==> src/rtl/cube_move_sequencer.sv <==
// Cube-move controller: owns the 162-bit cube, sequences move/undo/redo/scramble commands
// through an external combinational move engine and reports solved state and history counters.
module cube_move_sequencer #(
    parameter int unsigned HIST_DEPTH   = 64,
    parameter int unsigned SCRAMBLE_LEN = 30,
    parameter int unsigned CNT_W        = 10,
    parameter int unsigned CNT_MAX      = 999,
    parameter logic [15:0] LFSR_SEED    = 16'hACE1
) (
    input  logic                         clk,
    input  logic                         rst,
    input  logic                         cmd_valid,
    output logic                         cmd_ready,
    input  logic [1:0]                   cmd_op,
    input  logic [2:0]                   cmd_face,
    input  logic [1:0]                   cmd_rot,
    output logic [2:0]                   eng_face,
    output logic [2:0]                   eng_rot,
    input  logic [161:0]                 eng_next,
    output logic [161:0]                 cube_state,
    output logic                         solved,
    output logic [CNT_W-1:0]             move_count,
    output logic [$clog2(HIST_DEPTH):0]  hist_count,
    output logic [$clog2(HIST_DEPTH):0]  redo_count,
    output logic                         busy
);

    localparam int unsigned PTR_W  = $clog2(HIST_DEPTH);
    localparam int unsigned HC_W   = PTR_W + 1;
    localparam int unsigned CUBE_W = 162;

    localparam logic [1:0] OP_MOVE     = 2'd0;
    localparam logic [1:0] OP_UNDO     = 2'd1;
    localparam logic [1:0] OP_REDO     = 2'd2;
    localparam logic [1:0] OP_SCRAMBLE = 2'd3;

    // Sticker i carries colour i/9 in the solved cube.
    function automatic logic [CUBE_W-1:0] solved_pattern();
        logic [CUBE_W-1:0] p;
        p = '0;
        for (int i = 0; i < 54; i++) begin
            p[3*i +: 3] = 3'(i / 9);
        end
        return p;
    endfunction

    localparam logic [CUBE_W-1:0] SOLVED = solved_pattern();

    typedef enum logic [1:0] {
        S_INIT,
        S_IDLE,
        S_SCRAMBLE,
        S_CHECK
    } state_t;

    state_t            state;
    state_t            state_nxt;
    logic [15:0]       lfsr;
    logic [15:0]       lfsr_nxt;
    logic [7:0]        scr_cnt;
    logic [PTR_W-1:0]  wr_ptr;
    logic [PTR_W-1:0]  ptr_inc;
    logic [PTR_W-1:0]  ptr_dec;
    logic [4:0]        hist_mem [HIST_DEPTH];
    logic [4:0]        undo_entry;
    logic [4:0]        redo_entry;
    logic              accept;
    logic              move_ok;
    logic              undo_ok;
    logic              redo_ok;
    logic [HC_W-1:0]   hist_inc;
    logic [CNT_W-1:0]  mc_inc;
    logic [CNT_W-1:0]  mc_dec;

    assign accept     = cmd_valid && cmd_ready;
    assign ptr_inc    = PTR_W'(wr_ptr + 1'b1);
    assign ptr_dec    = PTR_W'(wr_ptr - 1'b1);
    assign undo_entry = hist_mem[ptr_dec];
    assign redo_entry = hist_mem[wr_ptr];
    assign move_ok    = (cmd_op == OP_MOVE) && (cmd_rot != 2'd0) && (cmd_face < 3'd6);
    assign undo_ok    = (cmd_op == OP_UNDO) && (hist_count != '0);
    assign redo_ok    = (cmd_op == OP_REDO) && (redo_count != '0);
    assign lfsr_nxt   = {1'b0, lfsr[15:1]} ^ (lfsr[0] ? 16'hB400 : 16'h0000);

    // Saturating counter steps; a full history keeps its count while the oldest entry is overwritten.
    assign hist_inc = (hist_count == HC_W'(HIST_DEPTH)) ? hist_count : HC_W'(hist_count + 1'b1);
    assign mc_inc   = (move_count >= CNT_W'(CNT_MAX)) ? move_count : CNT_W'(move_count + 1'b1);
    assign mc_dec   = (move_count == '0) ? move_count : CNT_W'(move_count - 1'b1);

    always_ff @(posedge clk) begin
        if (rst) begin
            state <= S_INIT;
        end else begin
            state <= state_nxt;
        end
    end

    // Next state and engine request.
    always_comb begin
        state_nxt = state;
        eng_face  = 3'd0;
        eng_rot   = 3'd0;
        case (state)
            S_INIT: begin
                state_nxt = S_IDLE;
            end
            S_IDLE: begin
                case (cmd_op)
                    OP_MOVE: begin
                        eng_face = cmd_face;
                        eng_rot  = {1'b0, cmd_rot};
                    end
                    OP_UNDO: begin
                        eng_face = undo_entry[4:2];
                        eng_rot  = {1'b0, 2'(2'd0 - undo_entry[1:0])};
                    end
                    OP_REDO: begin
                        eng_face = redo_entry[4:2];
                        eng_rot  = {1'b0, redo_entry[1:0]};
                    end
                    default: ;
                endcase
                if (accept) begin
                    state_nxt = (cmd_op == OP_SCRAMBLE) ? S_SCRAMBLE : S_CHECK;
                end
            end
            S_SCRAMBLE: begin
                eng_face = (lfsr[2:0] > 3'd5) ? 3'(lfsr[2:0] - 3'd6) : lfsr[2:0];
                eng_rot  = {1'b0, (lfsr[4:3] == 2'd0) ? 2'd1 : lfsr[4:3]};
                if (scr_cnt == 8'(SCRAMBLE_LEN - 1)) begin
                    state_nxt = S_CHECK;
                end
            end
            S_CHECK: begin
                state_nxt = S_IDLE;
            end
            default: state_nxt = S_INIT;
        endcase
    end

    always_ff @(posedge clk) begin
        if (rst) begin
            cube_state <= '0;
            solved     <= 1'b0;
            move_count <= '0;
            hist_count <= '0;
            redo_count <= '0;
            wr_ptr     <= '0;
            scr_cnt    <= '0;
            lfsr       <= LFSR_SEED;
            cmd_ready  <= 1'b0;
            busy       <= 1'b1;
        end else begin
            lfsr      <= lfsr_nxt;
            cmd_ready <= (state_nxt == S_IDLE);
            busy      <= (state_nxt != S_IDLE);
            case (state)
                S_INIT: begin
                    cube_state <= SOLVED;
                    solved     <= 1'b1;
                end
                S_IDLE: begin
                    if (accept) begin
                        if (move_ok) begin
                            cube_state <= eng_next;
                            wr_ptr     <= ptr_inc;
                            hist_count <= hist_inc;
                            redo_count <= '0;
                            move_count <= mc_inc;
                        end else if (undo_ok) begin
                            cube_state <= eng_next;
                            wr_ptr     <= ptr_dec;
                            hist_count <= HC_W'(hist_count - 1'b1);
                            redo_count <= HC_W'(redo_count + 1'b1);
                            move_count <= mc_dec;
                        end else if (redo_ok) begin
                            cube_state <= eng_next;
                            wr_ptr     <= ptr_inc;
                            hist_count <= HC_W'(hist_count + 1'b1);
                            redo_count <= HC_W'(redo_count - 1'b1);
                            move_count <= mc_inc;
                        end else if (cmd_op == OP_SCRAMBLE) begin
                            wr_ptr     <= '0;
                            hist_count <= '0;
                            redo_count <= '0;
                            move_count <= '0;
                            scr_cnt    <= '0;
                        end
                    end
                end
                S_SCRAMBLE: begin
                    cube_state <= eng_next;
                    scr_cnt    <= 8'(scr_cnt + 1'b1);
                end
                S_CHECK: begin
                    solved <= (cube_state == SOLVED);
                end
                default: ;
            endcase
        end
    end

    // History storage; contents are only meaningful below hist_count/redo_count.
    always_ff @(posedge clk) begin
        if ((state == S_IDLE) && accept && move_ok) begin
            hist_mem[wr_ptr] <= {cmd_face, cmd_rot};
        end
    end

endmodule

==> config.mk <==
export PLATFORM = sky130hd
export DESIGN_NAME = cube_move_sequencer
export DESIGN_NICKNAME = d
export VERILOG_FILES = /design/src/rtl/cube_move_sequencer.sv
export SDC_FILE = /design/constraint.sdc
export NUM_CORES = 1
export LEC_CHECK = 0
export CORE_MARGIN = 4
export CORE_UTILIZATION = 59
export DETAILED_ROUTE_END_ITERATION = 10
export PLACE_DENSITY = 0.91
export SLEW_MARGIN = 20
export SYNTH_ARGS = -nofsm -noshare
export SYNTH_HDL_FRONTEND = slang
export SYNTH_SLANG_ARGS = --single-unit
export TNS_END_PERCENT = 10
==> constraint.sdc <==
create_clock -name clk -period 12.8 [get_ports clk]
set_input_delay 1.92 -clock clk [delete_from_list [all_inputs] [get_ports clk]]
set_output_delay 1.92 -clock clk [all_outputs]
set_load 0.02 [all_outputs]
==> report_table.html <==
<table>
<tr><th>Metric</th><th>Value</th></tr>
<tr><th colspan="2">Setup path</th></tr>
<tr><td>Crit path cell chain</td><td>inv_2 -&gt; ha_4 -&gt; buf_4 -&gt; mux4_2 -&gt; and3_1 -&gt; a2111oi_0 -&gt; and4bb_1 -&gt; a211oi_2 -&gt; a21oi_1 -&gt; o31ai_1 -&gt; clkdlybuf4s50_1</td></tr>
<tr><td>CP top delay family</td><td>buffers and inverters</td></tr>
<tr><td>Startpoint type of the worst setup path</td><td>flip-flop</td></tr>
<tr><td>Buf+Inv Stages, Crit Path</td><td>3</td></tr>
<tr><td>Largest stage delay, worst path</td><td>0.82 ns</td></tr>
<tr><td>Worst-path maximum fanout</td><td>between 50 and 60</td></tr>
<tr><td>WS Path Type</td><td>reg -&gt; out</td></tr>
<tr><td>Slowest CP cell</td><td>dfxtp_4</td></tr>
<tr><td>Required time reported for the critical path endpoint</td><td>10.88 ns</td></tr>
<tr><td>Type of destination of the critical path</td><td>output pin</td></tr>
<tr><td>Worst Path Arrival</td><td>6.01 ns</td></tr>
<tr><th colspan="2">Detailed routing</th></tr>
<tr><td>Number of antenna-violating nets in the routed design</td><td>0</td></tr>
<tr><td>DR vias</td><td>19,800</td></tr>
<tr><td>Iteration count of the initial detailed-routing pass</td><td>6</td></tr>
<tr><td>Post-DR vias/cell</td><td>just under 7</td></tr>
<tr><td>Total wirelength of the detailed-routed design</td><td>between 80,000 and 90,000 um</td></tr>
<tr><td>Routed WL per cell</td><td>28.5 um</td></tr>
<tr><td>Initial DRC Count</td><td>a little over 3,000</td></tr>
<tr><td>Drt drc</td><td>0</td></tr>
<tr><th colspan="2">Global routing</th></tr>
<tr><td>Global-route usage over all layers</td><td>0.341</td></tr>
<tr><td>Number of global-route vias before repair</td><td>about 19,000</td></tr>
<tr><td>Maximum number of pins on one net before global-route repair</td><td>around 120</td></tr>
<tr><td>First-pass GRT wire length</td><td>about 120,000 um</td></tr>
<tr><td>Antenna violations before repair</td><td>21</td></tr>
<tr><td>Overall overflow remaining after global route</td><td>0</td></tr>
<tr><th colspan="2">Floorplan</th></tr>
<tr><td>Area of the die</td><td>about 0.046 mm2</td></tr>
<tr><td>Starting density of the core</td><td>0.602</td></tr>
<tr><td>Cell Rows</td><td>75</td></tr>
<tr><td>Die height</td><td>roughly 220 um</td></tr>
<tr><td>Num ports</td><td>about 370</td></tr>
<tr><td>Core region area</td><td>around 0.042 mm2</td></tr>
<tr><td>Die Width</td><td>216 um</td></tr>
<tr><th colspan="2">Clock network</th></tr>
<tr><td>Number of buffers added for setup after CTS</td><td>0</td></tr>
<tr><td>Clock root cell</td><td>clkbuf_16</td></tr>
<tr><td># clock sinks</td><td>between 500 and 600</td></tr>
<tr><td>CTS tree</td><td>built</td></tr>
<tr><td>Clock-pin slew reported for the worst setup and hold paths after clock tree synthesis</td><td>about 0.060 ns</td></tr>
<tr><td>Total number of H-tree levels</td><td>2</td></tr>
<tr><td>PostCTS Resize Cnt</td><td>0</td></tr>
<tr><td>Hold buffers post-CTS</td><td>0</td></tr>
<tr><td>Max clock buf depth</td><td>3</td></tr>
<tr><td>Latest clock arrival within the worst-skew pair</td><td>0.61 ns</td></tr>
<tr><td>Number of clock buffers inserted by TritonCTS</td><td>54</td></tr>
<tr><th colspan="2">STA</th></tr>
<tr><td>Final count of negative-setup-slack endpoints</td><td>0</td></tr>
<tr><td>Clock skew</td><td>0.0294 ns</td></tr>
<tr><td>Final-layout setup total negative slack</td><td>0 ns</td></tr>
<tr><td>Final count of hold timing violations</td><td>0</td></tr>
<tr><td>Rel. slew slack</td><td>0.238</td></tr>
<tr><td>Unrepaired setup endpoints after global routing</td><td>no</td></tr>
<tr><td>Final max-slew violation count</td><td>0</td></tr>
<tr><td>Portion of the clock cycle consumed by the worst path in the final layout</td><td>0.620</td></tr>
<tr><td>Period minus WS final</td><td>7.93 ns</td></tr>
<tr><td>Fmax</td><td>126 MHz</td></tr>
<tr><td>Worst slew pin tran</td><td>1.14 ns</td></tr>
<tr><td>Worst Hold Margin</td><td>between 0.4 and 0.5 ns</td></tr>
<tr><th colspan="2">Final layout</th></tr>
<tr><td>Post-layout net count</td><td>roughly 2,500</td></tr>
<tr><td>Sequential cell area</td><td>between 0.01 and 0.015 mm2</td></tr>
<tr><td>Area of the multi-input gates</td><td>0.0105 mm2</td></tr>
<tr><td>Synth-to-Final Area Change</td><td>22.2%</td></tr>
<tr><td>Layout cell share with drive strength beyond 1</td><td>0.147</td></tr>
<tr><td>Fill count</td><td>~2,600</td></tr>
<tr><th colspan="2">Pwr</th></tr>
<tr><td>Leak pwr</td><td>~9.9 nW</td></tr>
<tr><td>IR Drop Worst-Case VDD</td><td>0.161 mV</td></tr>
<tr><td>Power Density</td><td>176 mW/mm2</td></tr>
<tr><td>Total power after layout</td><td>~0.0055 W</td></tr>
<tr><th colspan="2">Synth</th></tr>
<tr><td>Synth top area share</td><td>0.378</td></tr>
<tr><td>Sequential area share after synthesis</td><td>0.557</td></tr>
<tr><td>Yosys top cell by area</td><td>edfxtp_1</td></tr>
<tr><td>Net count of the mapped netlist</td><td>2,174</td></tr>
<tr><td>Gate Count Post-Synth</td><td>about 2,000</td></tr>
<tr><td>Main flop type after synthesis</td><td>edfxtp_1</td></tr>
<tr><td>Synthesized area per cell</td><td>~13 um2</td></tr>
<tr><td>Number of enable flip-flop cells after synthesis</td><td>320</td></tr>
<tr><td>Fraction of registers with async set or reset after synthesis</td><td>0</td></tr>
<tr><td>Total of flip-flops plus latches after synthesis</td><td>between 500 and 600</td></tr>
<tr><td>Distinct cells, synth</td><td>between 70 and 80</td></tr>
<tr><td>Cell types occupying the most area after synthesis</td><td>edfxtp_1 38%, dfxtp_1 18%, mux4_2 17%</td></tr>
<tr><td>Warnings from Yosys</td><td>0</td></tr>
<tr><td>Netlist Area Pre-Place</td><td>roughly 0.025 mm2</td></tr>
<tr><th colspan="2">Outcome</th></tr>
<tr><td>Outcome</td><td>finished, final reports clean</td></tr>
<tr><th colspan="2">Hold path</th></tr>
<tr><td>Type of the most critical hold path</td><td>reg -&gt; reg</td></tr>
<tr><th colspan="2">Place</th></tr>
<tr><td>Placer congestion estimate</td><td>0.954</td></tr>
<tr><td>Half-perimeter wire length of the detailed placement result</td><td>approximately 55,000 um</td></tr>
<tr><td>Port bufs</td><td>365</td></tr>
<tr><th colspan="2">Run</th></tr>
<tr><td>Number of maximum-capacitance constraint violations</td><td>0</td></tr>
</table>
kinds of logic (layout without fill, tap and decap cells):
logic type	after synthesis	count (layout)	synth area share
and+or+nand+nor	742	742	0.151
DFF	547	547	0.557
AOI/OAI and AO/OA	262	262	0.0653
muxes	219	219	0.179
buffers and inverters	185	508	0.0338
xor gates and xnor gates	16	16	0.00581
adders and majority gates	15	15	0.00739
other	1	25	0.000148
synth_stat cells, types with 9 or more instances:
| cell | count |
|---|---|
| nand3b_1 | 102 |
| clkbuf_1 | 99 |
| a22oi_1 | 13 |
| buf_2 | 35 |
| o22ai_1 | 10 |
| xor2_1 | 9 |
| buf_4 | 16 |
| inv_1 | 20 |
| ha_1 | 15 |
| nand3_1 | 25 |
| nor2b_1 | 15 |
| a21oi_1 | 129 |
| nand2_1 | 162 |
| nor4_1 | 12 |
| dfxtp_1 | 227 |
| or3_1 | 12 |
| nand4_1 | 20 |
| o21ai_0 | 24 |
| or2_2 | 9 |
| mux2i_1 | 21 |
| and3_1 | 10 |
| edfxtp_1 | 320 |
| mux4_2 | 188 |
| nor4b_1 | 12 |
| nor4bb_1 | 12 |
| nor3_1 | 145 |
| nor2_1 | 175 |
metrics by stage:
step / utilization / worst slack (ns) / std cells / area (um2)
after global placement: 0.691 / 5.86 / 2749 / 29200
final: 0.735 / 4.87 / 2873 / 31000
after global routing: 0.735 / 4.69 / 2870 / 31000
after floorplan: - / 7.22 / 1987 / 25400
after detailed placement: 0.691 / 5.66 / 2749 / 29200
after CTS: 0.733 / 4.91 / 2849 / 31000
registers in the layout, indices dropped and copies added, names as in the netlist, 6 cells and up, named ones only:
register and flops:
hist_mem 320, cube_state 162, lfsr 16, move_count 10
scr_cnt 8, hist_count 7, redo_count 7, wr_ptr 6
where the power goes:
group | total, W | switching [W] | internal (W)
Clock | 0.00162 | 0.000682 | 0.000938
Sequential | 0.00224 | 0.000193 | 0.00205
Combinational | 0.00159 | 0.000923 | 0.000666
cell usage in the layout (no fill, tap or decap), types with 9 or more instances in the layout:
| cell | synthesis | layout |
|---|---|---|
| a21oi_1 | 129 | 129 |
| o22ai_1 | 10 | 10 |
| a22oi_1 | 13 | 13 |
| nor4b_1 | 12 | 12 |
| ha_1 | 15 | 13 |
| clkbuf_16 | 0 | 56 |
| nand2_1 | 162 | 162 |
| o21ai_0 | 24 | 24 |
| diode_2 | 0 | 24 |
| dfxtp_1 | 227 | 223 |
| nand4_1 | 20 | 20 |
| clkinv_2 | 0 | 15 |
| nor2b_1 | 15 | 15 |
| nand3b_1 | 102 | 102 |
| nor3_1 | 145 | 145 |
| nor2_1 | 175 | 175 |
| buf_4 | 16 | 22 |
| nor4_1 | 12 | 12 |
| inv_1 | 20 | 20 |
| and3_1 | 10 | 10 |
| clkdlybuf4s50_1 | 0 | 359 |
| edfxtp_1 | 320 | 320 |
| or2_2 | 9 | 9 |
| nand3_1 | 25 | 25 |
| xor2_1 | 9 | 9 |
| nor4bb_1 | 12 | 12 |
| mux4_2 | 188 | 188 |
| mux2i_1 | 21 | 21 |
| or3_1 | 12 | 12 |
path summary, 6_finish.rpt:
check                              from                      endpoint  cells past startpoint  slack, ns
max              wr_ptr[0]$_SDFFE_PP0P_                    eng_rot[1]                     11       4.87
min reg2reg          lfsr[8]$_SDFF_PP0_            lfsr[7]$_SDFF_PP1_                      1       0.41
max reg2reg  redo_count[0]$_SDFFE_PP0P_  cube_state[108]$_SDFFE_PP0P_                     10       8.55
min                  lfsr[8]$_SDFF_PP0_            lfsr[7]$_SDFF_PP1_                      1       0.41
cell type report:
class                   instances  share of cell area
flip-flops and latches        547               0.456
well taps                     539              0.0217
clock buffers                  70              0.0491
multi-input cells            1255               0.337
clock inverters                30             0.00891
diodes                         24             0.00194
repair buffers                387               0.122
inverters                      21             0.00254
routing by layer:
metal	up-vias	share of wire	track usage
li1	8227	-	-
met5	-	0	0
met3	331	0.11	0.0769
met1	9718	0.34	0.419
met4	0	0.067	0.197
met2	1542	0.49	0.560
Note: power is estimated with default switching activity, not from simulation.
